<file path="src/rtl/vend_pkg.sv">
// Shared definitions for the vending sequencer: state encoding, coin unit values, default price.
// Quarter acceptance is controlled by the VEND_QUARTER_EN macro (see vend_coin_decode).
package vend_pkg;

    typedef enum logic [1:0] {
        ST_IDLE     = 2'd0,
        ST_ACCUM    = 2'd1,
        ST_DISPENSE = 2'd2,
        ST_CHANGE   = 2'd3
    } vend_state_e;

    localparam int unsigned PRICE_DEFAULT = 32'd3;

    localparam logic [2:0] NICKEL_UNITS  = 3'd1;
    localparam logic [2:0] DIME_UNITS    = 3'd2;
    localparam logic [2:0] QUARTER_UNITS = 3'd5;

    // Number of coin strobes raised in the same cycle.
    function automatic logic [1:0] coin_count(input logic n, input logic d, input logic q);
        return {1'b0, n} + {1'b0, d} + {1'b0, q};
    endfunction

endpackage

</file>
<file path="src/rtl/vend_coin_decode.sv">
// Combinational coin decoder: flags any coin activity, whether it is creditable, and its unit value.
// Macro VEND_QUARTER_EN: defined -> quarters are worth 5 units; undefined -> quarters are always rejected.
module vend_coin_decode
    import vend_pkg::*;
(
    input  logic       nickel,
    input  logic       dime,
    input  logic       quarter,
    output logic       present,
    output logic       valid,
    output logic [2:0] units
);

    logic       quarter_ok_s;
    logic [1:0] count_s;

`ifdef VEND_QUARTER_EN
    assign quarter_ok_s = 1'b1;
`else
    assign quarter_ok_s = 1'b0;
`endif

    // Exactly one accepted coin is creditable; anything else is returned.
    always_comb begin
        count_s = coin_count(nickel, dime, quarter);
        present = (count_s != 2'd0);
        valid   = (count_s == 2'd1) && (quarter_ok_s || !quarter);
        case ({nickel, dime, quarter})
            3'b100:  units = NICKEL_UNITS;
            3'b010:  units = DIME_UNITS;
            3'b001:  units = QUARTER_UNITS;
            default: units = 3'd0;
        endcase
    end

endmodule

</file>
<file path="src/rtl/vend_sequencer.sv">
// Coin-operated vending sequencer: accumulates credit, vends at PRICE, pays change one nickel per cycle.
// Macro VEND_QUARTER_EN enables quarter acceptance (default build rejects quarters).
module vend_sequencer
    import vend_pkg::*;
#(
    parameter int unsigned PRICE = PRICE_DEFAULT
) (
    input  logic       clk,
    input  logic       reset,
    input  logic       nickel,
    input  logic       dime,
    input  logic       quarter,
    input  logic       cancel,
    output logic       dispense,
    output logic       change_nickel,
    output logic       coin_reject,
    output logic [3:0] credit,
    output logic       busy
);

    localparam logic [4:0] PRICE_W5 = 5'(PRICE);
    localparam logic [3:0] PRICE_W4 = 4'(PRICE);

    vend_state_e state_r;
    vend_state_e next_state_s;
    logic [3:0]  credit_r;
    logic [3:0]  credit_nxt_s;
    logic        dispense_r;
    logic        change_r;
    logic        reject_r;
    logic        busy_r;
    logic        dispense_nxt_s;
    logic        change_nxt_s;
    logic        reject_nxt_s;
    logic        busy_nxt_s;
    logic        coin_present_s;
    logic        coin_valid_s;
    logic [2:0]  coin_units_s;
    logic [4:0]  sum_s;
    logic [3:0]  over_s;

    vend_coin_decode u_decode (
        .nickel  (nickel),
        .dime    (dime),
        .quarter (quarter),
        .present (coin_present_s),
        .valid   (coin_valid_s),
        .units   (coin_units_s)
    );

    // Sum never exceeds PRICE+4 (<= 14), so the 4-bit difference is exact whenever sum >= PRICE.
    assign sum_s  = {1'b0, credit_r} + {2'b00, coin_units_s};
    assign over_s = sum_s[3:0] - PRICE_W4;

    // State and registered-output update.
    always_ff @(posedge clk) begin
        if (reset) begin
            state_r    <= ST_IDLE;
            credit_r   <= 4'd0;
            dispense_r <= 1'b0;
            change_r   <= 1'b0;
            reject_r   <= 1'b0;
            busy_r     <= 1'b0;
        end else begin
            state_r    <= next_state_s;
            credit_r   <= credit_nxt_s;
            dispense_r <= dispense_nxt_s;
            change_r   <= change_nxt_s;
            reject_r   <= reject_nxt_s;
            busy_r     <= busy_nxt_s;
        end
    end

    // Next state and credit; a coin in the same cycle takes precedence over cancel.
    always_comb begin
        next_state_s = state_r;
        credit_nxt_s = credit_r;
        case (state_r)
            ST_IDLE, ST_ACCUM: begin
                if (coin_present_s) begin
                    if (!coin_valid_s) begin
                        next_state_s = state_r;
                        credit_nxt_s = credit_r;
                    end else if (sum_s >= PRICE_W5) begin
                        next_state_s = ST_DISPENSE;
                        credit_nxt_s = over_s;
                    end else begin
                        next_state_s = ST_ACCUM;
                        credit_nxt_s = sum_s[3:0];
                    end
                end else if (cancel && (state_r == ST_ACCUM) && (credit_r != 4'd0)) begin
                    next_state_s = ST_CHANGE;
                    credit_nxt_s = credit_r - 4'd1;
                end else begin
                    next_state_s = state_r;
                    credit_nxt_s = credit_r;
                end
            end
            ST_DISPENSE, ST_CHANGE: begin
                if (credit_r != 4'd0) begin
                    next_state_s = ST_CHANGE;
                    credit_nxt_s = credit_r - 4'd1;
                end else begin
                    next_state_s = ST_IDLE;
                    credit_nxt_s = 4'd0;
                end
            end
            default: begin
                next_state_s = ST_IDLE;
                credit_nxt_s = 4'd0;
            end
        endcase
    end

    // Output decode: DISPENSE is entered only on a vend, CHANGE only on a nickel payout.
    always_comb begin
        dispense_nxt_s = 1'b0;
        change_nxt_s   = 1'b0;
        busy_nxt_s     = 1'b0;
        reject_nxt_s   = 1'b0;
        case (next_state_s)
            ST_DISPENSE: begin
                dispense_nxt_s = 1'b1;
                busy_nxt_s     = 1'b1;
            end
            ST_CHANGE: begin
                change_nxt_s = 1'b1;
                busy_nxt_s   = 1'b1;
            end
            default: begin
                dispense_nxt_s = 1'b0;
                change_nxt_s   = 1'b0;
                busy_nxt_s     = 1'b0;
            end
        endcase
        if ((state_r == ST_DISPENSE) || (state_r == ST_CHANGE)) begin
            reject_nxt_s = coin_present_s;
        end else begin
            reject_nxt_s = coin_present_s && !coin_valid_s;
        end
    end

    assign dispense      = dispense_r;
    assign change_nickel = change_r;
    assign coin_reject   = reject_r;
    assign credit        = credit_r;
    assign busy          = busy_r;

endmodule

</file>
<file path="config.mk">
export PLATFORM = sky130hd
export DESIGN_NAME = vend_sequencer
export DESIGN_NICKNAME = d
export VERILOG_FILES = /design/src/rtl/vend_pkg.sv /design/src/rtl/vend_coin_decode.sv /design/src/rtl/vend_sequencer.sv
export SDC_FILE = /design/constraint.sdc
export NUM_CORES = 1
export LEC_CHECK = 0
export ABC_AREA = 1
export CORE_AREA = 4 4 58 60
export DETAILED_ROUTE_END_ITERATION = 10
export DIE_AREA = 0 0 62 64
export HOLD_SLACK_MARGIN = 0.06
export PLACE_DENSITY_LB_ADDON = 0.1
export SKIP_CTS_REPAIR_TIMING = 1
export SLEW_MARGIN = 5
export SYNTH_ARGS = -nofsm -noshare
export SYNTH_HDL_FRONTEND = slang
export SYNTH_HIERARCHICAL = 1
export SYNTH_SLANG_ARGS = --single-unit
</file>
<file path="constraint.sdc">
create_clock -name clk -period 5.4 [get_ports clk]
set_clock_uncertainty 0.1 [all_clocks]
set_input_delay 1.08 -clock clk [delete_from_list [all_inputs] [get_ports clk]]
set_output_delay 1.08 -clock clk [all_outputs]
set_load 0.005 [all_outputs]
</file>
### Word-level counts from Yosys, hierarchy flattened

Cells that the tools add are included.

* bits of input ports: 6
* output and inout bits: 8
* logic and storage cells: 54
* bits in registers: 10

* reductions and logical operators: 14
* add/sub/neg operators: 5
* order comparisons: 1
* equality and inequality tests: 11
* multiplexer cells: 17

Operator list (count)
* 4-bit 2-to-1 mux: 5
* 2-bit 2-to-1 mux: 5
* 3-bit case mux with 3 select lines: 1
* 2-bit == test (second input constant): 4
* 4-bit case mux with 2 select lines: 1
* 3-bit inequality test (second input constant): 2
* 2-bit OR reduction: 3
* 4-bit by 3-bit adder with 5-bit output: 1
* 5-bit by 2-bit >= comparator with 1-bit output (second input constant): 1
* 2-bit by 1-bit == test with 1-bit output (second input constant): 2
* 1-bit logical AND: 4
* 1-bit 2-to-1 mux: 4
* 2-bit case mux with 2 select lines: 1
* 4-bit nonzero test: 1
* 4-bit by 1-bit subtractor with 4-bit output (second input constant): 1
* 4-bit by 2-bit subtractor with 4-bit output (second input constant): 1
* 3-bit by 1-bit == test with 1-bit output (second input constant): 1
* 3-bit by 2-bit == test with 1-bit output (second input constant): 1
* 3-bit == test (second input constant): 1
* 1-bit by 1-bit adder with 2-bit output: 1
* 2-bit by 1-bit adder with 2-bit output: 1
* 1-bit logical NOT: 2
* 2-bit logical NOT: 1
* 2-bit AND reduction: 1
* other kinds (2): 2

### Depth between registers and ports, before layout

Gate-level depths: netlist of the first run.

* depth in word-level cells: 11
* mapped depth: 15
* mapped depth without buffers: 15

### By module

The synthesis of the first run kept the hierarchy.

Modules (own cells, without submodules)
* vend_sequencer: area each 769.5 µm², cells an instance 109, seq. area each 200.2 µm², times used 1
* vend_coin_decode: area each 67.6 µm², cells an instance 12, seq. area each 0.0 µm², times used 1

### Worst setup path after synthesis of the first run

No wires, ideal clock.

* path type: input port to flip-flop
* from: input port dime
* to: register change_r, in the netlist change_nickel
* stages on the path: 14
* data required time: 5.187 ns
* setup time: 0.113 ns
* path buffers: 0
* arrival time: 2.735 ns
* setup slack: 2.452 ns
* path through: inv_1 > nand3_1 > nand2_1 > ha_1 > fa_1 > ha_1 > nand3_1 > nand2_2 > inv_2 > nand3_4 > inv_1 > nand3_1 > nand2_2 > nor2_1

* longest elaborated chain between the ends: 10
* elaborated cells between the ends (all ways): 17
* classes of those cells: 3 x add/sub; 1 x order compare; 5 x eq/ne; 6 x mux; 2 x reduce/logical

RTL lines
* start, declared: line vend_sequencer.sv:11 `input logic dime,`
* 3-bit by 1-bit == test with 1-bit output (tied with other cells): line vend_coin_decode.sv:28 `case ({nickel, dime, quarter})`
* 3-bit case mux with 3 select lines *: line vend_coin_decode.sv:28
* via coin_units_s[0]: line vend_sequencer.sv:38 `logic [2:0] coin_units_s;`
* 4-bit by 3-bit adder with 5-bit output *: line vend_sequencer.sv:52 `assign sum_s = {1'b0, credit_r} + {2'b00, coin_units_s};`
* 5-bit by 2-bit >= comparator with 1-bit output *: line vend_sequencer.sv:84 `end else if (sum_s >= PRICE_W5) begin`
* 2-bit 2-to-1 mux *: line vend_sequencer.sv:84
* 2-bit 2-to-1 mux *: line vend_sequencer.sv:81 `if (!coin_valid_s) begin`
* 2-bit 2-to-1 mux *: line vend_sequencer.sv:80 `if (coin_present_s) begin`
* 2-bit case mux with 2 select lines *: line vend_sequencer.sv:78 `case (state_r)`
* 2-bit == test *: line vend_sequencer.sv:121 `case (next_state_s)`
* 1-bit 2-to-1 mux *: line vend_sequencer.sv:121
* end signal, assigned: line vend_sequencer.sv:68 `change_r <= change_nxt_s;`
* end, declared: line vend_sequencer.sv:29 `logic change_r;`

Mark *: on every way through the listed nets, which the timed path passes. The rest lies on a longest branch.
A chain may end at the register's enable or synchronous reset.

### Worst setup path after layout of the first run

* from: input port quarter
* to: register change_r, in the netlist change_nickel

* longest elaborated chain between the ends: 10
* elaborated cells between the ends (all ways): 17
* classes of those cells: 2 x add/sub; 1 x order compare; 5 x eq/ne; 6 x mux; 3 x reduce/logical

RTL lines
* start, declared: line vend_sequencer.sv:12 `input logic quarter,`
* 3-bit by 1-bit == test with 1-bit output (tied with other cells): line vend_coin_decode.sv:28
* 3-bit case mux with 3 select lines *: line vend_coin_decode.sv:28
* via coin_units_s[0]: line vend_sequencer.sv:38
* 4-bit by 3-bit adder with 5-bit output *: line vend_sequencer.sv:52
* 5-bit by 2-bit >= comparator with 1-bit output *: line vend_sequencer.sv:84
* 2-bit 2-to-1 mux *: line vend_sequencer.sv:84
* 2-bit 2-to-1 mux *: line vend_sequencer.sv:81
* 2-bit 2-to-1 mux *: line vend_sequencer.sv:80
* 2-bit case mux with 2 select lines *: line vend_sequencer.sv:78
* 2-bit == test *: line vend_sequencer.sv:121
* 1-bit 2-to-1 mux *: line vend_sequencer.sv:121

Marks and branches as above.

==> summary.txt, run 1 <==
Status
  – Outcome: finished, final reports clean

Route
  – Total length of routed wires: 1870 µm
  – Post-DR vias/cell: 4.64
  – Via Count: 789
  – Remaining antenna violation count: 0
  – Drt first pass iters: 5
  – Per-cell routed wire length: 11.0 µm
  – First-iteration detailed-routing DRC count: 23
  – DR DRC count: 0

Synth
  – Mean post-synth cell area: between 6 and 7 µm²
  – Compound-Gate Fraction of Synth Area: 12.7%
  – Main combinational cell family by area after synthesis: simple AND/OR/NAND/NOR gates
  – Gate Count Post-Synth: 121
  – Number of library cell types mapped by synthesis: 23
  – Post-synthesis sequential area ratio: 23.9%
  – Synthesized Nets: 134
  – Xor/xnor share of the synthesized area: 3.14%
  – Post-Synth Adder-Cell Area: 12.3%
  – Simple-gate share of the synthesized area: a little over a third
  – Yosys warns: 6
  – Post-synthesis mux area share: 0%
  – Synthesized cell area: 837 µm²
  – Number of synthesized register bits: 10

Worst setup path
  – Worst endpoint required time: 5.46 ns
  – Family with the most delay on the worst path: adder cells
  – Cell chain of the critical path: clkdlybuf4s50_1 -> nor2_1 -> nand2_1 -> nand2_1 -> ha_1 -> fa_1 -> ha_1 -> nand3_1 -> nand2_2 -> inv_2 -> nand3_4 -> inv_1 -> nand3_1 -> nand2_2 -> nor2_1
  – CP max stage delay: ~0.55 ns
  – Critical-path maximum fanout: 5
  – Buf/Inv on CP: 3
  – Setup crit start kind: input pin
  – R2r setup slk: 3.20 ns
  – Slowest cell on the critical path: clkdlybuf4s50_1
  – Worst EP arrival: between 3 and 4 ns
  – Critical path class: in2reg
  – CP endpoint kind: flop

Timing
  – Setup violators final: 0
  – F_max: about 0.3 GHz
  – Crit path time final: 3.33 ns
  – Worst slew pin tran: 0.394 ns
  – Max-slew violations: 0
  – Setup TNS: 0 ns
  – Final Hold Vio Count: 0
  – RSZ-0062 raised after global routing: no
  – Slew margin rel.: 73.5%
  – Final worst-path cycle share: 61.7%

GRT
  – Gr ovfl total: 0
  – Antenna violations before repair: 0
  – Vias in the first global route: between 700 and 800
  – Gr usage total: 10.4%
  – Largest net degree at the start of global routing: 8
  – First-pass GRT wire length: 3160 µm

Placed design
  – Placed insts: 167
  – # port buffers: 13
  – Placer Congestion: 0.791
  – DPL Wire Length: 1580 µm

Cells and area
  – Area of the multi-input gates: 533 µm²
  – Share of cells above drive strength 1: between 10% and 20%
  – FF/Latch Area: 200 µm²
  – Util after Layout: 35.2%
  – Layout area overhead: 23.2%
  – # diodes: 0
  – Final Instance Count excl. Fillers: 170
  – Nets@finish: approximately 150
  – # fillers: 328

CTS
  – Clk slew on worst S/H paths: 0.07 ns
  – CTS Buffer Depth: 2
  – Root Buffer: clkbuf_4
  – CTS tree: built
  – Clock Sinks: 10
  – Total CTS buffers: 3
  – H-tree depth: 1
  – Worst-Skew Late Latency: 0.26 ns

Power and ir drop
  – Leak pwr: approximately 0.00053 µW
  – Internal: 167 µW
  – Sw Pwr: about 120 µW
  – Peak VDD IR: 0.000116 V
  – Sequential share of power: 32.4%
  – Sw Ratio: 40.9%
  – Comb pwr share: 49.5%
  – Clk pwr share: 18.1%
  – Cell area power density: 275 nW/µm²

Floorplanning
  – Row count: 20
  – Die ar.: 3970 µm²
  – Die X: slightly above 60 µm
  – Core Box Area: 2930 µm²
  – Initial Utilization: 28.6%
  – Die height: 64 µm
  – I/O pin cnt: 14

Run
  – Maxcap violations: 0

Hold path
  – Worst Hold Class: reg2reg
[kinds of logic after synthesis]
logic type      after synthesis
compound gates               17
simple gates                 57
buf+inv                      27
fa+ha+maj                     7
xor+xnor                      3
flops                        10
[stage by stage]
step | power (µW) | hold slack (ns) | instance area, µm² | setup WS, ns
after floorplan | 195 | 0.436 | 837 | 2.45
after global placement | 236 | 0.500 | 1010 | 1.82
after detailed placement | 235 | 0.507 | 1010 | 1.78
after CTS | 288 | 0.517 | 1030 | 2.06
after global routing | 314 | 0.531 | 1030 | 1.92
final | 283 | 0.510 | 1030 | 2.07
[cells in the final DEF (no fill, tap or decap)]
| cell type | synthesis | routed |
|---|---|---|
| nor3b_1 | 1 | 1 |
| nor3_1 | 1 | 1 |
| xor2_1 | 3 | 3 |
| clkdlybuf4s50_1 | 0 | 13 |
| inv_2 | 3 | 3 |
| nand4_2 | 1 | 1 |
| clkbuf_4 | 0 | 3 |
| inv_4 | 1 | 1 |
| a21oi_1 | 6 | 6 |
| a21oi_2 | 1 | 1 |
| o21ai_4 | 1 | 1 |
| nor2_1 | 8 | 8 |
| inv_1 | 23 | 23 |
| nand3_2 | 3 | 3 |
| nand3_1 | 12 | 12 |
| a211oi_1 | 1 | 1 |
| nand3_4 | 1 | 1 |
| dfxtp_1 | 10 | 10 |
| nand2_2 | 5 | 5 |
| o21ai_2 | 1 | 1 |
| nand4_1 | 4 | 4 |
| nand2_1 | 21 | 21 |
| fa_1 | 2 | 2 |
| ha_1 | 5 | 5 |
| o21ai_0 | 7 | 7 |
[registers in the layout, indices dropped and copies added (netlist names)]
register / cells
busy: 1
change_nickel: 1
coin_reject: 1
credit: 4
dispense: 1
state_r: 2
[layout make-up]
cell class / count / area share [%]
multi-input combinational: 84 / 51.7
timing repair buffer: 13 / 12.6
sequential: 10 / 19.4
clock buffer: 3 / 2.18
inverter: 27 / 10.1
tap: 33 / 4.00
[worst reg2reg max path, stage by stage (launching register included)]
cell	delay, ns
dfxtp_1	0.41
ha_1	0.25
fa_1	0.45
ha_1	0.24
nand3_1	0.10
nand2_2	0.07
inv_2	0.08
nand3_4	0.11
inv_1	0.07
nand3_1	0.07
nand2_2	0.10
nor2_1	0.05
[power by group through the flow]
| stage | clock network (µW) | logic [µW] | registers [µW] |
|---|---|---|---|
| floorplan | 0 | 103 | 91.9 |
| detailed placement | 0 | 142 | 93.5 |
| global placement | 0 | 142 | 93.8 |
| CTS | 53.5 | 143 | 92.1 |
| global route | 57.9 | 162 | 93.4 |
| finish | 51.4 | 140 | 91.7 |
[per-layer routing]
metal | wire, µm | global-route usage [%] | up-vias
met5 | 0 | 0 | -
met1 | 959 | 14.8 | 346
met4 | 17 | 2.39 | 0
met3 | 56 | 1.62 | 2
li1 | - | - | 428
met2 | 832 | 16.2 | 13
[cells in the mapped netlist]
master | instances | area share (%)
o21ai_4 | 1 | 1.9
a211oi_1 | 1 | 0.90
nand3_2 | 3 | 3.6
nand4_1 | 4 | 3.0
fa_1 | 2 | 4.8
nor3b_1 | 1 | 0.90
inv_2 | 3 | 1.3
nor2_1 | 8 | 3.6
nand3_4 | 1 | 2.1
a21oi_1 | 6 | 3.6
o21ai_0 | 7 | 4.2
xor2_1 | 3 | 3.1
dfxtp_1 | 10 | 24
inv_4 | 1 | 0.75
a21oi_2 | 1 | 1.0
nand4_2 | 1 | 1.5
nand3_1 | 12 | 7.2
nor3_1 | 1 | 0.60
nand2_2 | 5 | 3.7
inv_1 | 23 | 10
ha_1 | 5 | 7.5
o21ai_2 | 1 | 1.0
nand2_1 | 21 | 9.4
[path summary, 6_finish.rpt]
kind,from,end,cells past startpoint
worst min-delay path,credit[3],credit[3],2
worst min register to register,credit[3],credit[3],2
worst max register to register,credit[0],change_nickel,11
worst max-delay path,quarter,change_nickel,15
(Power assumes the default switching activity.)
==> run 2, diff against run 1 <==
==> constraint.sdc (replaced) <==
create_clock -name clk -period 2.8 [get_ports clk]
set_clock_uncertainty 0.1 [all_clocks]
set_input_delay 0.56 -clock clk [delete_from_list [all_inputs] [get_ports clk]]
set_output_delay 0.56 -clock clk [all_outputs]
set_load 0.005 [all_outputs]
==> run 2 against run 1 <==
Against the previous run: global-route usage increased by 1.6 points; wire length increased by 14%; critical endpoint is now credit[1]; non-clock buffer count increased by 14; cell area increased by 16%; largest cell class unchanged; cell count increased by 8.8%; register-to-register slack got worse by 2.5 ns.
==> summary.txt, run 2 (synthesis gave the netlist of run 1 again) <==
Route
  – First-iteration detailed-routing DRC count: 10 (-57%)
  – Remaining antenna violation count: 0 (unchanged)
  – Total length of routed wires: 2140 µm (+14%)
  – Via Count: 856 (+8.5%)
  – Post-DR vias/cell: 4.63 (-0.30%)
  – Drt first pass iters: 4 (-1)
  – Per-cell routed wire length: 11.5 µm (+5.1%)
  – DR DRC count: 0 (unchanged)

Worst setup path
  – Cell chain of the critical path: dlymetal6s2s_1 -> buf_4 -> nand2_1 -> nand2_2 -> ha_4 -> fa_1 -> ha_2 -> nand3_1 -> nand2_2 -> inv_2 -> buf_4 -> nand4_1 -> nand3_1 -> a21oi_1
  – CP endpoint kind: flop
  – Critical path class: in2reg
  – Slowest cell on the critical path: fa_1
  – Worst EP arrival: 2.54 ns (-0.86 ns)
  – Worst endpoint required time: 2.90 ns (-2.56 ns)
  – Family with the most delay on the worst path: adder cells
  – Critical-path maximum fanout: 2 (-3)
  – Setup crit start kind: input pin
  – Buf/Inv on CP: 4 (+1)
  – CP max stage delay: 0.55 ns (about the same)

Cells and area
  – Most common cell after layout, fill and taps aside: inv_1
  – Most frequent cells in the layout: inv_1 (22), nand2_1 (19), buf_4 (14)
  – Largest register FFs: 4 (unchanged)
  – Share of cells above drive strength 1: 28.9% (+14 points)
  – Nets@finish: 166 (+9.2%)
  – Util after Layout: 40.9% (+5.6 points)
  – Layout area overhead: 42.9%
  – Final Instance Count excl. Fillers: 185 (+8.8%)
  – # diodes: 0 (unchanged)

Floorplanning
  – Die ar.: 3970 µm² (unchanged)
  – Die height: 64 µm (unchanged)
  – Row count: 20 (unchanged)
  – I/O pin cnt: 14 (unchanged)
  – Initial Utilization: 28.6% (unchanged)
  – Core Box Area: 2930 µm² (unchanged)
  – Die X: 62 µm (unchanged)

Power and ir drop
  – Sw Pwr: 252 µW (+120%)
  – Leak pwr: 0.000631 µW (+20%)
  – Peak VDD IR: 0.000242 V (+110%)
  – Cell area power density: 530 nW/µm² (+93%)
  – Sw Ratio: 39.7% (-1.2 points)
  – Clk pwr share: 20.9% (+2.8 points)
  – Pwr Total: 634 µW (+120%)
  – Comb pwr share: 51.0% (+1.5 points)
  – Internal: 382 µW (+130%)
  – Sequential share of power: 28.1% (-4.3 points)

CTS
  – Total CTS buffers: 3 (unchanged)
  – Clock Sinks: 10 (unchanged)
  – Clk slew on worst S/H paths: 0.07 ns (about the same)
  – Root Buffer: clkbuf_4
  – CTS Buffer Depth: 2 (unchanged)
  – CTS tree: built
  – Worst-Skew Late Latency: 0.26 ns (about the same)
  – H-tree depth: 1 (unchanged)

Run
  – Maxcap violations: 0 (unchanged)

GRT
  – First-pass GRT wire length: 3550 µm (+12%)
  – Antenna violations before repair: 0 (unchanged)
  – Gr usage total: 12.0% (+1.6 points)
  – Largest net degree at the start of global routing: 7 (-1)
  – Vias in the first global route: 821 (+10%)
  – Gr ovfl total: 0 (unchanged)

Timing
  – RSZ-0062 raised after global routing: no
  – Final worst slack: 0.361 ns (-1.70 ns)
  – F_max: 0.410 GHz
  – Setup violators final: 0 (unchanged)
  – Final Hold Vio Count: 0 (unchanged)
  – Final worst-path cycle share: around 87%
  – Slew margin rel.: 79.3% (+5.8 points)
  – Crit path time final: 2.44 ns
  – Max-slew violations: 0 (unchanged)
  – Worst slew pin tran: 0.309 ns (-0.0857 ns)

Status
  – Outcome: finished, final reports clean

Placed design
  – Pre-CTS WS: -0.251 ns (-2.03 ns)
  – Placed insts: 181 (+8.4%)
  – Placer Congestion: 0.761 (-3.9%)
  – DPL Wire Length: 1730 µm (+9.6%)
  – # port buffers: 13 (unchanged)

Hold path
  – Worst Hold Class: reg2reg
==> run 2: worst reg2reg max path: stages, from the launching register on <==
cell,delay [ns]
dfxtp_1,0.37
ha_4,0.19
fa_1,0.55
ha_2,0.19
nand3_1,0.09
nand2_2,0.09
inv_2,0.05
buf_4,0.13
nand4_1,0.09
nand3_1,0.08
a21oi_1,0.13
==> run 2: final timing paths <==
check             slack (ns)  cells after the start         to  startpoint
setup / recovery        0.36                     14  credit[1]      nickel
hold / removal          0.50                      2  credit[3]   credit[3]
setup reg to reg        0.66                     10  credit[1]   credit[0]
hold reg to reg         0.50                      2  credit[3]   credit[3]
==> run 2: cell type report <==
type,count,area [µm²]
fillers,316,1730
multi-input cells,84,572
repair buffers,27,243
flip-flops and latches,10,200
inverters,27,104
well taps,33,41.3
clock buffers,4,36.3
==> run 2: power by group through the flow <==
stage / Combinational (µW) / Clock, µW / Sequential, µW
after floorplan: 198 / 0 / 177
after CTS: 308 / 136 / 177
final: 323 / 133 / 178
after global placement: 303 / 0 / 181
after global routing: 366 / 144 / 182
after detailed placement: 305 / 0 / 181
==> run 2: metrics by stage <==
stage               setup TNS, ns  instance area (µm²)  hold slack (ns)
floorplan                       0                  837            0.436
global placement            -1.62                 1110            0.484
detailed placement          -1.94                 1110            0.491
CTS                             0                 1150            0.505
global route                    0                 1200            0.527
finish                          0                 1200            0.505
==> run 2: metal layers <==
| metal | vias to the layer above | share of wire [%] | global-route usage, % |
|---|---|---|---|
| met3 | 2 | 2.2 | 1.82 |
| li1 | 451 | - | - |
| met2 | 16 | 50 | 19.9 |
| met1 | 387 | 47 | 14.9 |
| met5 | - | 0 | 0 |
| met4 | 0 | 0.98 | 4.77 |
==> run 3, diff against run 2 <==
--- a/config.mk
+++ b/config.mk
@@ -17,3 +17,4 @@
 export SYNTH_HDL_FRONTEND = slang
 export SYNTH_HIERARCHICAL = 1
 export SYNTH_SLANG_ARGS = --single-unit
+export TNS_END_PERCENT = 5
==> results of run 3 <==
No change in the layout: final DEF, timing and power equal those of run 2.
==> patch (flow settings as in run 2) <==
Make the reset (`reset`) asynchronous in one clocked block.
--- a/src/rtl/vend_sequencer.sv
+++ b/src/rtl/vend_sequencer.sv
@@ -53,7 +53,7 @@
     assign over_s = sum_s[3:0] - PRICE_W4;
 
     // State and registered-output update.
-    always_ff @(posedge clk) begin
+    always_ff @(posedge clk or posedge reset) begin
         if (reset) begin
             state_r    <= ST_IDLE;
             credit_r   <= 4'd0;
Function: differs if reset is asserted again (counterexample within 4 cycles, from zero or initial values and one cycle with reset high); with reset held inactive, the same outputs for 10 cycles.
==> patch against run 2 <==
Sequential cell count is the same; cell area grew 0.21%; area after synthesis grew 3.7%; non-clock buffer count shrank 2; routed wire length shrank 3.7%; worst setup slack lost 0.015 ns.
Power is not compared: it rests on default switching activity, and its combinational part moved more than twofold at a synthesized area within 25%.
==> patch: results (changes against run 2) <==
Slew @ Worst Pin 0.393 ns (+0.0839 ns); highest metal used met4; Starting DRT DRC Count 19 (+9); Synth cell types 24 (+4.3%); maximum root-to-sink buffer count 2 (unchanged); FF-to-FF Start credit[0]$_DFFE_PP0P_; dpl ws -0.349 ns (-0.0980 ns); Worst Hold Class in -> async; initial antenna violation count 0 (unchanged); maximum vdd drop 0.000516 V; sequential area share after synthesis 28.8% (+4.9 points); proportion of layout cells with a drive suffix above 1 29.2% (+0.22 points); worst reg2reg setup slack 0.49 ns (-0.17 ns); nets 158 (-4.8%); Post-synth top flop dfrtp_1; status completed; Routed WL 2060 µm (-3.7%); Met3 Wirelength 118 µm (+160%); Critical Path AT 2.53 ns (about the same); reg2reg end dispense$_DFF_PP0_; first drt pass iteration count 2 (-2); cell depth of the worst flop-to-flop path 11 (+1); placed cell area 1130 µm² (+1.5%); asr flop ratio synth 100% (+100 points); Synth top cells by count nand2_1, inv_1, nand3_1, dfrtp_1, a21oi_1; yosys warns 6 (unchanged); LEAKAGE between 0.6 and 0.7 nW; first-pass GRT wire length 3660 µm (+3.1%); DR WL met2 982 µm (-7.2%); critical path peak fanout 6 (+4); root buf cell clkbuf_4; Placed Cells 173 (-4.4%); max reg flops 4 (unchanged); Largest stage delay, worst path 0.45 ns (-0.10 ns); WHS 0.455 ns (-0.0503 ns); Reg clk slew, reported paths 0.07 ns (about the same); HPWL Detailed 1730 µm (about the same); met1 WL 886 µm (-12%); vias in the first global route 894 (+8.9%); Syn Inst Count 115 (-5.0%); syn_nets 128 (-4.5%); GRT Total Usage 12.0% (-0.032 points); later-pin clock latency in the skew report 0.28 ns (+0.02 ns); Vias/cell 4.76 (+2.9%); cell family with the largest share of critical-path delay adder cells; GPL Wtd Cong 0.826 (+8.6%); ranking of synthesized cells by area dfrtp_1, nand2_1, nand3_1; largest net degree at the start of global routing 11 (+4); crit path max-delay cell type fa_1; Post-DRT Antenna Nets 0 (unchanged); PortBufs 13 (unchanged); WL per Instance 11.6 µm (+0.70%)
==> patch: cell count changes after synthesis, sizes merged, moves of 3 or more <==
cell,before,now
inv,27,21
nor2,8,5
dfrtp,0,10
dfxtp,10,0
o21ai,9,4
nand4,5,1
nand2,26,33
==> patch: worst max path at each step <==
| stage | from | end | slack, ns | cells past startpoint |
|---|---|---|---|---|
| floorplan | dime | dispense$_DFF_PP0_ | 0.26 | 14 |
| global placement | nickel | dispense$_DFF_PP0_ | -0.32 | 15 |
| detailed placement | nickel | dispense$_DFF_PP0_ | -0.35 | 15 |
| CTS | nickel | dispense$_DFF_PP0_ | -0.09 | 15 |
| global route | nickel | dispense$_DFF_PP0_ | 0.17 | 15 |
| finish | nickel | dispense$_DFF_PP0_ | 0.35 | 15 |
==> patch: cell type report <==
| type | instances | area, µm² |
|---|---|---|
| Fill cell | 305 | 1730 |
| Multi-Input combinational cell | 84 | 564 |
| Sequential cell | 10 | 250 |
| Timing Repair Buffer | 25 | 228 |
| Inverter | 21 | 78.8 |
| Tap cell | 33 | 41.3 |
| Clock buffer | 4 | 36.3 |
==> patch: cells by family after synthesis <==
| group | synth area share, % |
|---|---|
| AND/OR/NAND/NOR | 37.2 |
| buffers and inverters | 9.08 |
| AO/OA/AOI/OAI | 9.08 |
| flip-flops | 28.8 |
| adder cells (fa/ha/maj) | 11.8 |
| XOR/XNOR | 4.03 |
==> patch: power by group <==
group | switching (W) | total, W | internal [W]
Clock | 0.0000552 | 0.000134 | 0.0000792
Sequential | 0.0000744 | 0.000289 | 0.000215
Combinational | 0.000493 | 0.000908 | 0.000416
Total | 0.000622 | 0.00133 | 0.000709
==> patch: routing by layer <==
layer	track usage (%)	vias up
li1	-	431
met3	2.22	9
met2	20.1	18
met1	14.0	385
met4	5.84	0
met5	0	-
